File: config.mk
export PLATFORM = sky130hd
export DESIGN_NAME = mul_sched
export DESIGN_NICKNAME = d
export VERILOG_FILES = /design/src/rtl/mul_sched_pkg.sv /design/src/rtl/mul_sched_shift_add_engine.sv /design/src/rtl/mul_sched.sv
export SDC_FILE = /design/constraint.sdc
export NUM_CORES = 1
export LEC_CHECK = 0
export ABC_AREA = 1
export BUFFER_PORTS_ARGS = -buffer_cell sky130_fd_sc_hd__buf_4
export CORE_MARGIN = 2
export CORE_UTILIZATION = 33
export CTS_BUF_LIST = sky130_fd_sc_hd__clkbuf_4 sky130_fd_sc_hd__clkbuf_8
export CTS_CLUSTER_SIZE = 24
export DETAILED_ROUTE_END_ITERATION = 16
export PLACE_DENSITY = 0.68
export SLEW_MARGIN = 30
export SYNTH_ARGS = -nofsm -noshare
export SYNTH_HDL_FRONTEND = slang
export SYNTH_SLANG_ARGS = --single-unit
File: constraint.sdc
create_clock -name clk -period 7.95 [get_ports clk]
set_input_delay 2.385 -clock clk [delete_from_list [all_inputs] [get_ports clk]]
set_output_delay 2.385 -clock clk [all_outputs]
set_load 0.005 [all_outputs]
File: src/rtl/mul_sched_pkg.sv
// rtl/mul_sched_pkg.sv - shared types, defaults and round-robin pick helper for mul_sched
package mul_sched_pkg;

   typedef enum logic [1:0] {
      IDLE = 2'd0,
      BUSY = 2'd1,
      DONE = 2'd2
   } state_e;

   localparam int DEF_WIDTH = 32;

   // Upper bound on requester count supported by rr_pick; callers pass the real count in n.
   localparam int MAX_REQ = 32;
   localparam int MAX_IDX = $clog2(MAX_REQ);

   // One-hot grant: first set valid bit at or above ptr, wrapping at n.
   function automatic logic [MAX_REQ-1:0] rr_pick(input logic [MAX_REQ-1:0] valid,
                                                  input int ptr,
                                                  input int n);
      logic [MAX_REQ-1:0] g;
      logic               found;
      int                 idx;
      g     = '0;
      found = 1'b0;
      for (int k = 0; k < MAX_REQ; k++) begin
         if (k < n) begin
            idx = ptr + k;
            if (idx >= n) idx = idx - n;
            if (!found && valid[idx[MAX_IDX-1:0]]) begin
               g[idx[MAX_IDX-1:0]] = 1'b1;
               found               = 1'b1;
            end
         end
      end
      return g;
   endfunction

endpackage

File: src/rtl/mul_sched_shift_add_engine.sv
// rtl/mul_sched_shift_add_engine.sv - sequential shift-add multiplier, one iteration per clock
module shift_add_engine #(
   parameter int WIDTH = 32
) (
   input  logic             clk,
   input  logic             rst_n,
   input  logic             start,
   input  logic [WIDTH-1:0] a_in,
   input  logic [WIDTH-1:0] b_in,
   output logic             done,
   output logic [WIDTH-1:0] result
);

   localparam int CW = (WIDTH > 1) ? $clog2(WIDTH) : 1;

   logic [WIDTH-1:0] a;
   logic [WIDTH-1:0] b;
   logic [WIDTH-1:0] acc;
   logic [CW-1:0]    cnt;
   logic             run;

   // done marks the cycle whose iteration is the last one; the product is in acc after that edge.
   assign done   = run && (cnt == CW'(WIDTH - 1));
   assign result = acc;

   // Load operands on start, then step exactly WIDTH times; acc holds its value once stopped.
   always_ff @(posedge clk or negedge rst_n) begin
      if (!rst_n) begin
         a   <= '0;
         b   <= '0;
         acc <= '0;
         cnt <= '0;
         run <= 1'b0;
      end else if (start) begin
         a   <= a_in;
         b   <= b_in;
         acc <= '0;
         cnt <= '0;
         run <= 1'b1;
      end else if (run) begin
         if (b[0]) acc <= acc + a;
         a   <= a << 1;
         b   <= b >> 1;
         cnt <= cnt + CW'(1);
         if (done) run <= 1'b0;
      end
   end

endmodule

File: src/rtl/mul_sched.sv
// rtl/mul_sched.sv - round-robin scheduler sharing one shift-add multiplier among NREQ requesters
module mul_sched
   import mul_sched_pkg::*;
#(
   parameter int NREQ  = 4,
   parameter int WIDTH = DEF_WIDTH,
   parameter int IDW   = $clog2(NREQ)
) (
   input  logic                  clk,
   input  logic                  rst_n,
   input  logic [NREQ-1:0]       req_valid,
   output logic [NREQ-1:0]       req_ready,
   input  logic [NREQ*WIDTH-1:0] req_a,
   input  logic [NREQ*WIDTH-1:0] req_b,
   output logic                  rsp_valid,
   input  logic                  rsp_ready,
   output logic [IDW-1:0]        rsp_id,
   output logic [WIDTH-1:0]      rsp_result,
   output logic                  busy
);

   localparam logic [1:0] ST_IDLE = IDLE;
   localparam logic [1:0] ST_BUSY = BUSY;
   localparam logic [1:0] ST_DONE = DONE;

   logic [1:0]         state;
   logic [IDW-1:0]     rr_ptr;
   logic [IDW-1:0]     id_q;
   logic [IDW-1:0]     grant_id;
   logic [IDW-1:0]     next_ptr;
   logic [NREQ-1:0]    grant;
   logic [MAX_REQ-1:0] valid_ext;
   logic [WIDTH-1:0]   op_a;
   logic [WIDTH-1:0]   op_b;
   logic               accept;
   logic               eng_done;
   logic [WIDTH-1:0]   eng_result;

   // Round-robin grant from the live valids; encode it and select the granted operands.
   always_comb begin
      valid_ext               = '0;
      valid_ext[NREQ-1:0]     = req_valid;
      grant                   = NREQ'(rr_pick(valid_ext, int'(rr_ptr), NREQ));
      grant_id                = '0;
      op_a                    = '0;
      op_b                    = '0;
      for (int i = 0; i < NREQ; i++) begin
         if (grant[i]) begin
            grant_id = IDW'(i);
            op_a     = req_a[i*WIDTH +: WIDTH];
            op_b     = req_b[i*WIDTH +: WIDTH];
         end
      end
   end

   assign next_ptr   = (grant_id == IDW'(NREQ - 1)) ? '0 : grant_id + IDW'(1);
   assign req_ready  = (state == ST_IDLE) ? grant : '0;
   assign accept     = (state == ST_IDLE) && (|grant);
   assign busy       = (state != ST_IDLE);
   assign rsp_valid  = (state == ST_DONE);
   assign rsp_id     = rsp_valid ? id_q : '0;
   assign rsp_result = rsp_valid ? eng_result : '0;

   // Transaction FSM: accept in IDLE, wait out the engine, hold the response until consumed.
   always_ff @(posedge clk or negedge rst_n) begin
      if (!rst_n) begin
         state  <= ST_IDLE;
         rr_ptr <= '0;
         id_q   <= '0;
      end else begin
         case (state)
            ST_IDLE: begin
               if (accept) begin
                  state  <= ST_BUSY;
                  id_q   <= grant_id;
                  rr_ptr <= next_ptr;
               end
            end
            ST_BUSY: if (eng_done) state <= ST_DONE;
            ST_DONE: if (rsp_ready) state <= ST_IDLE;
            default: state <= ST_IDLE;
         endcase
      end
   end

   shift_add_engine #(
      .WIDTH(WIDTH)
   ) u_engine (
      .clk    (clk),
      .rst_n  (rst_n),
      .start  (accept),
      .a_in   (op_a),
      .b_in   (op_b),
      .done   (eng_done),
      .result (eng_result)
   );

endmodule

# Word level (Yosys, flattened, before mapping)

Cells that the tools add are included.

Flip-flop bits (word level): 108
Logic and storage cells: 118
Bits of input ports: 263

$add $sub $neg: 10
Multiplexer cells: 58
Equal/unequal tests: 7
Reduce and logical (&&, ||, !) cells: 20
Magnitude comparators: 12
Bitwise logic cells: 3

Operator list:

| kind                                                               | number |
|---|---|
| two-way mux 32 bit                                                 | 16 |
| adder 32 bit                                                       | 1 |
| two-way mux 5 bit                                                  | 6 |
| less-than comparator 5 x 6 -> 1 bit (second input constant)        | 4 |
| binary-select mux 1 bit (select 5 bit)                             | 4 |
| demux 1 bit (select 5 bit)                                         | 4 |
| greater-or-equal comparator 5 x 1 -> 1 bit (second input constant) | 4 |
| two-way mux 4 bit                                                  | 5 |
| two-way mux 1 bit                                                  | 15 |
| two-way mux 2 bit                                                  | 7 |
| bitwise OR 4 bit                                                   | 3 |
| subtractor 3 x 3 -> 4 bit (second input constant)                  | 3 |
| greater-or-equal comparator 3 bit (second input constant)          | 3 |
| logical AND 1 bit                                                  | 9 |
| adder 2 x 2 -> 3 bit (second input constant)                       | 2 |
| one-hot mux 2 bit (3 select lines)                                 | 1 |
| nonzero test 2 bit                                                 | 3 |
| adder 5 x 1 -> 5 bit (second input constant)                       | 1 |
| == test 5 bit (second input constant)                              | 1 |
| == test 2 bit (second input constant)                              | 2 |
| inequality test 2 bit (second input constant)                      | 2 |
| AND reduction 2 bit                                                | 2 |
| OR reduction 4 bit                                                 | 1 |
| subtractor 2 x 3 -> 4 bit (second input constant)                  | 1 |
| 8 further kinds                                                    | 10 |

# Longest topological paths before layout

Word-level depth: 19
Gate-level depth with buffers: 18
Mapped depth without buffers: 16

# Hierarchy

Synthesis repeated with hierarchy kept, for this count alone.

Cell total of the unflattened synthesis: 1760
Area total of the unflattened synthesis: 10475.0 um^2

By module, submodules not included:

| module           | area each (um^2) | cells each | instances |
|---|---|---|---|
| shift_add_engine | 6625.1           | 942        | 1 |
| mul_sched        | 3849.9           | 818        | 1 |

# Worst setup path after synthesis

OpenSTA, ideal clock, no wires.

Kind: input -> output
From: input port req_valid[3]
To: output port req_ready[3]
Path slack: 1.934 ns
Stages: 11
Data arrival time: 3.631 ns
Data required time: 5.565 ns
Cells stage by stage: nand2_1 -> nand3_1 -> nand2_2 -> nand2_2 -> nor2_4 -> nand2_1 -> nand3_4 -> inv_2 -> buf_4 -> buf_2 -> nor2_1

Cells in the longest elaborated chain, start to end: 13
Elaborated cells on any way between the ends: 25

RTL lines:

| element                                 | line                | text |
|---|---|---|
| start: declaration                      | mul_sched.sv:11     | `input logic [NREQ-1:0] req_valid,` |
| binary-select mux 1 bit (select 5 bit)  | mul_sched_pkg.sv:29 | `if (!found && valid[idx[MAX_IDX-1:0]]) begin` |
| two-way mux 1 bit (implied by the code) | mul_sched_pkg.sv:29 |  |
| two-way mux 1 bit                       | mul_sched_pkg.sv:29 |  |
| zero test 1 bit                         | mul_sched_pkg.sv:29 |  |
| logical AND 1 bit                       | mul_sched_pkg.sv:29 |  |
| two-way mux 1 bit                       | mul_sched_pkg.sv:29 |  |
| zero test 1 bit                         | mul_sched_pkg.sv:29 |  |
| logical AND 1 bit                       | mul_sched_pkg.sv:29 |  |
| two-way mux 1 bit                       | mul_sched_pkg.sv:29 |  |
| zero test 1 bit                         | mul_sched_pkg.sv:29 |  |
| logical AND 1 bit                       | mul_sched_pkg.sv:29 |  |
| two-way mux 4 bit (*)                   | mul_sched_pkg.sv:29 |  |
| two-way mux 4 bit (*)                   | mul_sched.sv:57     | `assign req_ready = (state == ST_IDLE) ? grant : '0;` |
| end: declaration                        | mul_sched.sv:12     | `output logic [NREQ-1:0] req_ready,` |

Every way passes the cells marked *; elsewhere a longest branch is shown, timed or not. The select of a mux whose other input is x is not followed.

# Worst setup path in the final report

From: input port req_valid[0]
To: output port req_ready[2]

The elaborated chain is that of the path after synthesis.

==> summary.txt <==
Yosys
  – Most common cell in the netlist: sky130_fd_sc_hd__nor2_1
  – Synth Area per Inst: 6.09 um^2
  – Share of the yosys chip area belonging to registers: 28.9%
  – Number of warnings reported in the yosys synthesis log: 0
  – Post-synth cell types: 36
  – Dominant register cell in the synthesized netlist: sky130_fd_sc_hd__dfrtp_1
  – Area share of the largest cell type after synthesis: 28.9%
  – Synthesized net count: 1840
  – Top cells by count, synth: 378 x sky130_fd_sc_hd__nor2_1, 351 x sky130_fd_sc_hd__nand2_1, 138 x sky130_fd_sc_hd__inv_1, 119 x sky130_fd_sc_hd__a21oi_1, 113 x sky130_fd_sc_hd__nand3_1
  – Main area contributors after synthesis: sky130_fd_sc_hd__dfrtp_1 29%, sky130_fd_sc_hd__nor2_1 15%, sky130_fd_sc_hd__nand2_1 14%
  – Flip-flop and latch count after synthesis: 108
  – Cell Area, Synth: 0.00935 mm^2
  – Cell count after synthesis: 1536
  – EDFF count, synth: 0
  – Share of flip-flops with an asynchronous set or reset after synthesis: 100%
  – Leading area contributor after synthesis: sky130_fd_sc_hd__dfrtp_1

Timing
  – Total setup violations reported at the end of the flow: 0
  – Number of hold violations in the final report: 0
  – Sum of negative setup slack: 0 ns
  – Unrepaired setup endpoints after global routing: false
  – Post-route clock period utilization: 77.9%
  – Clk_skew: 0.0158 ns
  – Worst slew pin tran: 0.831 ns
  – Slew Limit Headroom: 44.6%
  – Worst hold slack after final layout: 0.532 ns
  – Highest clock rate: 161 MHz
  – Smallest setup slack after layout: 1.76 ns
  – Total count of max-transition violations in the final report: 0
  – Final Critical Period: 6.19 ns

Setup path
  – Max stage delay cell, worst path: sky130_fd_sc_hd__buf_4
  – Critical path peak fanout: 20
  – Critical Path AT: 3.81 ns
  – Top Family by Delay on Critical Path: simple AND/OR/NAND/NOR gates
  – Worst path buffer plus inverter count: 4
  – Critical path class: input port to output port
  – Critical Path End Type: output port
  – Endpoint required time on the critical path: 5.57 ns
  – Critical Path Start Type: input port
  – Worst path cell trace: buf_4 -> nand2_1 -> nand3_1 -> nand2_1 -> nand3_1 -> nor2_4 -> nand2_1 -> inv_1 -> nor2_1 -> buf_4 -> nor2_1 -> buf_4
  – Delay of the slowest cell on the worst path: 0.19 ns

Floorplanning
  – Floorplan die width: 172 um
  – Core Region: 0.0279 mm^2
  – Overall die area: 0.0297 mm^2
  – Die height: 172 um
  – Initial cell density of the core: 33.6%
  – I/O Pins: 303
  – Number of rows created at floorplan: 61

Clocking
  – Deepest level of the CTS H-tree: 3
  – Skew-Pair Late Insertion Delay: 0.40 ns
  – Root Buffer: sky130_fd_sc_hd__clkbuf_8
  – Sinks on Clock Net: 108
  – Total of cells resized after clock tree synthesis: 0
  – Clock tree buffer depth: 2
  – Number of post-CTS setup repair buffers: 0
  – Clk pin slew, worst setup/hold paths: 0.10 ns
  – Count of hold-fix buffers inserted at cts: 0
  – Clock buffer count from CTS: 9
  – Clock tree from TritonCTS: yes

Final layout
  – Diode insertion count for antenna repair: 0
  – Fin cells: 2165
  – Final core utilization: 43.0%
  – Final net count: 2086
  – Fraction of final layout cells sized beyond drive strength 1: 19.7%
  – Fill cells: 2982
  – Layout overhead on the synthesized area: 28.1%

Global route
  – GR Util All Layers: 20.6%
  – Largest net degree at the start of global routing: 85
  – Initial antenna violation count: 0
  – Wire length of the first global-routing pass: 49200 um
  – Number of global-route vias before repair: 9862
  – Grt total ovfl: 0

Placed design
  – Instance count after placement with tap cells included: 2149
  – RePlAce Congestion: 0.888
  – Worst slack after detailed placement: 1.78 ns
  – Port buffer count: 302
  – Dpl hpwl: 23700 um

Pwr
  – Sequential group share of total power: 19.0%
  – Proportion of total power due to net switching: 56.3%
  – Reported net switching power: 3.10 mW
  – VDD IR-drop max: 0.000372 V
  – Static leakage: 6.44 nW
  – Cell-internal power: 2.40 mW
  – Part of the total power dissipated in combinational logic: 74.8%
  – P per Cell Area: 459 mW/mm^2
  – Clock share of power: 6.2%

Drt
  – DRT iter0 DRCs: 541
  – Number of nets with antenna violations after detailed routing: 0
  – Via-to-Cell Ratio: 4.87
  – DRT Wirelength: 30700 um
  – Count of vias placed by the detailed router: 10500
  – Routed length per placed instance: 14.2 um
  – TritonRoute pass-1 iters: 6
  – Remaining routing DRC violations: 0

Hold path
  – Hold WC Path Type: flip-flop to flip-flop

Outcome
  – Outcome: complete, no violations

Job
  – Max Cap Violations: 0
worst reg2reg max path: stages, from the launching register on:
cell and delay, ns:
sky130_fd_sc_hd__dfrtp_1 0.59, sky130_fd_sc_hd__inv_2 0.14, sky130_fd_sc_hd__ha_1 0.36, sky130_fd_sc_hd__inv_1 0.07, sky130_fd_sc_hd__nand3_1 0.10, sky130_fd_sc_hd__nand3_1 0.14
sky130_fd_sc_hd__nand2_2 0.13, sky130_fd_sc_hd__nor2_4 0.06, sky130_fd_sc_hd__nand2_1 0.11, sky130_fd_sc_hd__nand3_4 0.59, sky130_fd_sc_hd__nor2_4 0.31, sky130_fd_sc_hd__nand2_1 0.11
sky130_fd_sc_hd__nand2_4 0.59, sky130_fd_sc_hd__buf_4 0.62, sky130_fd_sc_hd__inv_2 0.21, sky130_fd_sc_hd__o21ai_0 0.17, sky130_fd_sc_hd__o21ai_0 0.13
layer usage:
layer	vias up	share of wire, %	track usage (%)	wire, um
met1	4827	44	26.9	13400
met3	31	5.3	3.55	1640
met5	-	0	0	0
li1	5392	-	-	-
met2	297	49	35.6	15100
met4	0	2.0	4.93	603
state kept, by name (all words and copies together), names as in the netlist:
signal,flops
rr_ptr,2
u_engine.cnt,5
u_engine.result,32
u_engine.a,32
u_engine.run,1
id_q,2
u_engine.b,32
state,2
power by group through the flow:
stage	registers (mW)	clock network, mW	logic, mW
after floorplan	0.973	0	3.24
after global placement	1.05	0	4.03
after detailed placement	1.05	0	4.09
after CTS	1.04	0.353	4.11
after global routing	1.08	0.377	4.68
final	1.04	0.344	4.11
cells in the final DEF, fill, tap and decap left out, types with 2 or more instances in the layout:
master and n:
sky130_fd_sc_hd__o21ai_1 41, sky130_fd_sc_hd__inv_1 137, sky130_fd_sc_hd__o21a_1 5, sky130_fd_sc_hd__o21ai_0 53
sky130_fd_sc_hd__nand3_1 112, sky130_fd_sc_hd__nand2_1 349, sky130_fd_sc_hd__a21o_1 4, sky130_fd_sc_hd__buf_4 311
sky130_fd_sc_hd__clkinv_1 3, sky130_fd_sc_hd__ha_1 40, sky130_fd_sc_hd__nand3_4 3, sky130_fd_sc_hd__nor3_1 11
sky130_fd_sc_hd__nor2_1 378, sky130_fd_sc_hd__nand3b_1 2, sky130_fd_sc_hd__inv_2 5, sky130_fd_sc_hd__clkbuf_8 11
sky130_fd_sc_hd__nand2_2 6, sky130_fd_sc_hd__dfrtp_1 108, sky130_fd_sc_hd__xor2_1 10, sky130_fd_sc_hd__o22ai_1 30
sky130_fd_sc_hd__clkinvlp_4 2, sky130_fd_sc_hd__xnor2_1 16, sky130_fd_sc_hd__a21boi_0 2, sky130_fd_sc_hd__o211ai_1 4
sky130_fd_sc_hd__nand4_1 5, sky130_fd_sc_hd__or2_2 2, sky130_fd_sc_hd__a21oi_1 119, sky130_fd_sc_hd__o21bai_1 3
sky130_fd_sc_hd__nor2_4 2
cell type report:
| cell class | instances | area [um^2] | area share, % |
|---|---|---|---|
| multi-input cells | 1204 | 5700 | 47.6 |
| flip-flops and latches | 108 | 2700 | 22.6 |
| repair buffers | 312 | 2350 | 19.6 |
| inverters | 147 | 556 | 4.64 |
| well taps | 378 | 473 | 3.95 |
| clock buffers | 11 | 151 | 1.26 |
| clock inverters | 5 | 43.8 | 0.366 |
worst paths after layout:
kind                                      startpoint                         to  slack (ns)  cells after the start
max reg2reg                    rr_ptr[0]$_DFFE_PN0P_        id_q[0]$_DFFE_PN0P_        3.40                     16
max                                     req_valid[0]               req_ready[2]        1.76                     12
max in group asynchronous                      rst_n  u_engine.b[6]$_DFFE_PN0P_        4.97                      2
min                        u_engine.b[4]$_DFFE_PN0P_  u_engine.b[4]$_DFFE_PN0P_        0.53                      2
min in group asynchronous                      rst_n  u_engine.a[2]$_DFFE_PN0P_        1.96                      1
min reg2reg                u_engine.b[4]$_DFFE_PN0P_  u_engine.b[4]$_DFFE_PN0P_        0.53                      2
through the flow:
step	power (mW)	cell area, um^2
4_1_cts	5.50	12000
6_report	5.50	12000
3_5_place_dp	5.14	11800
5_1_grt	6.14	12000
3_3_place_gp	5.08	11800
2_1_floorplan	4.21	9350
cell families (layout without fill, tap and decap cells):
| group | Yosys count | after routing | synth area share, % |
|---|---|---|---|
| simple gates | 875 | 875 | 37.8 |
| fa+ha+maj | 41 | 41 | 5.57 |
| xor+xnor | 26 | 26 | 2.44 |
| buf+inv | 224 | 475 | 10.3 |
| compound gates | 262 | 262 | 15.0 |
| flops | 108 | 108 | 28.9 |
(Power assumes the default switching activity.)
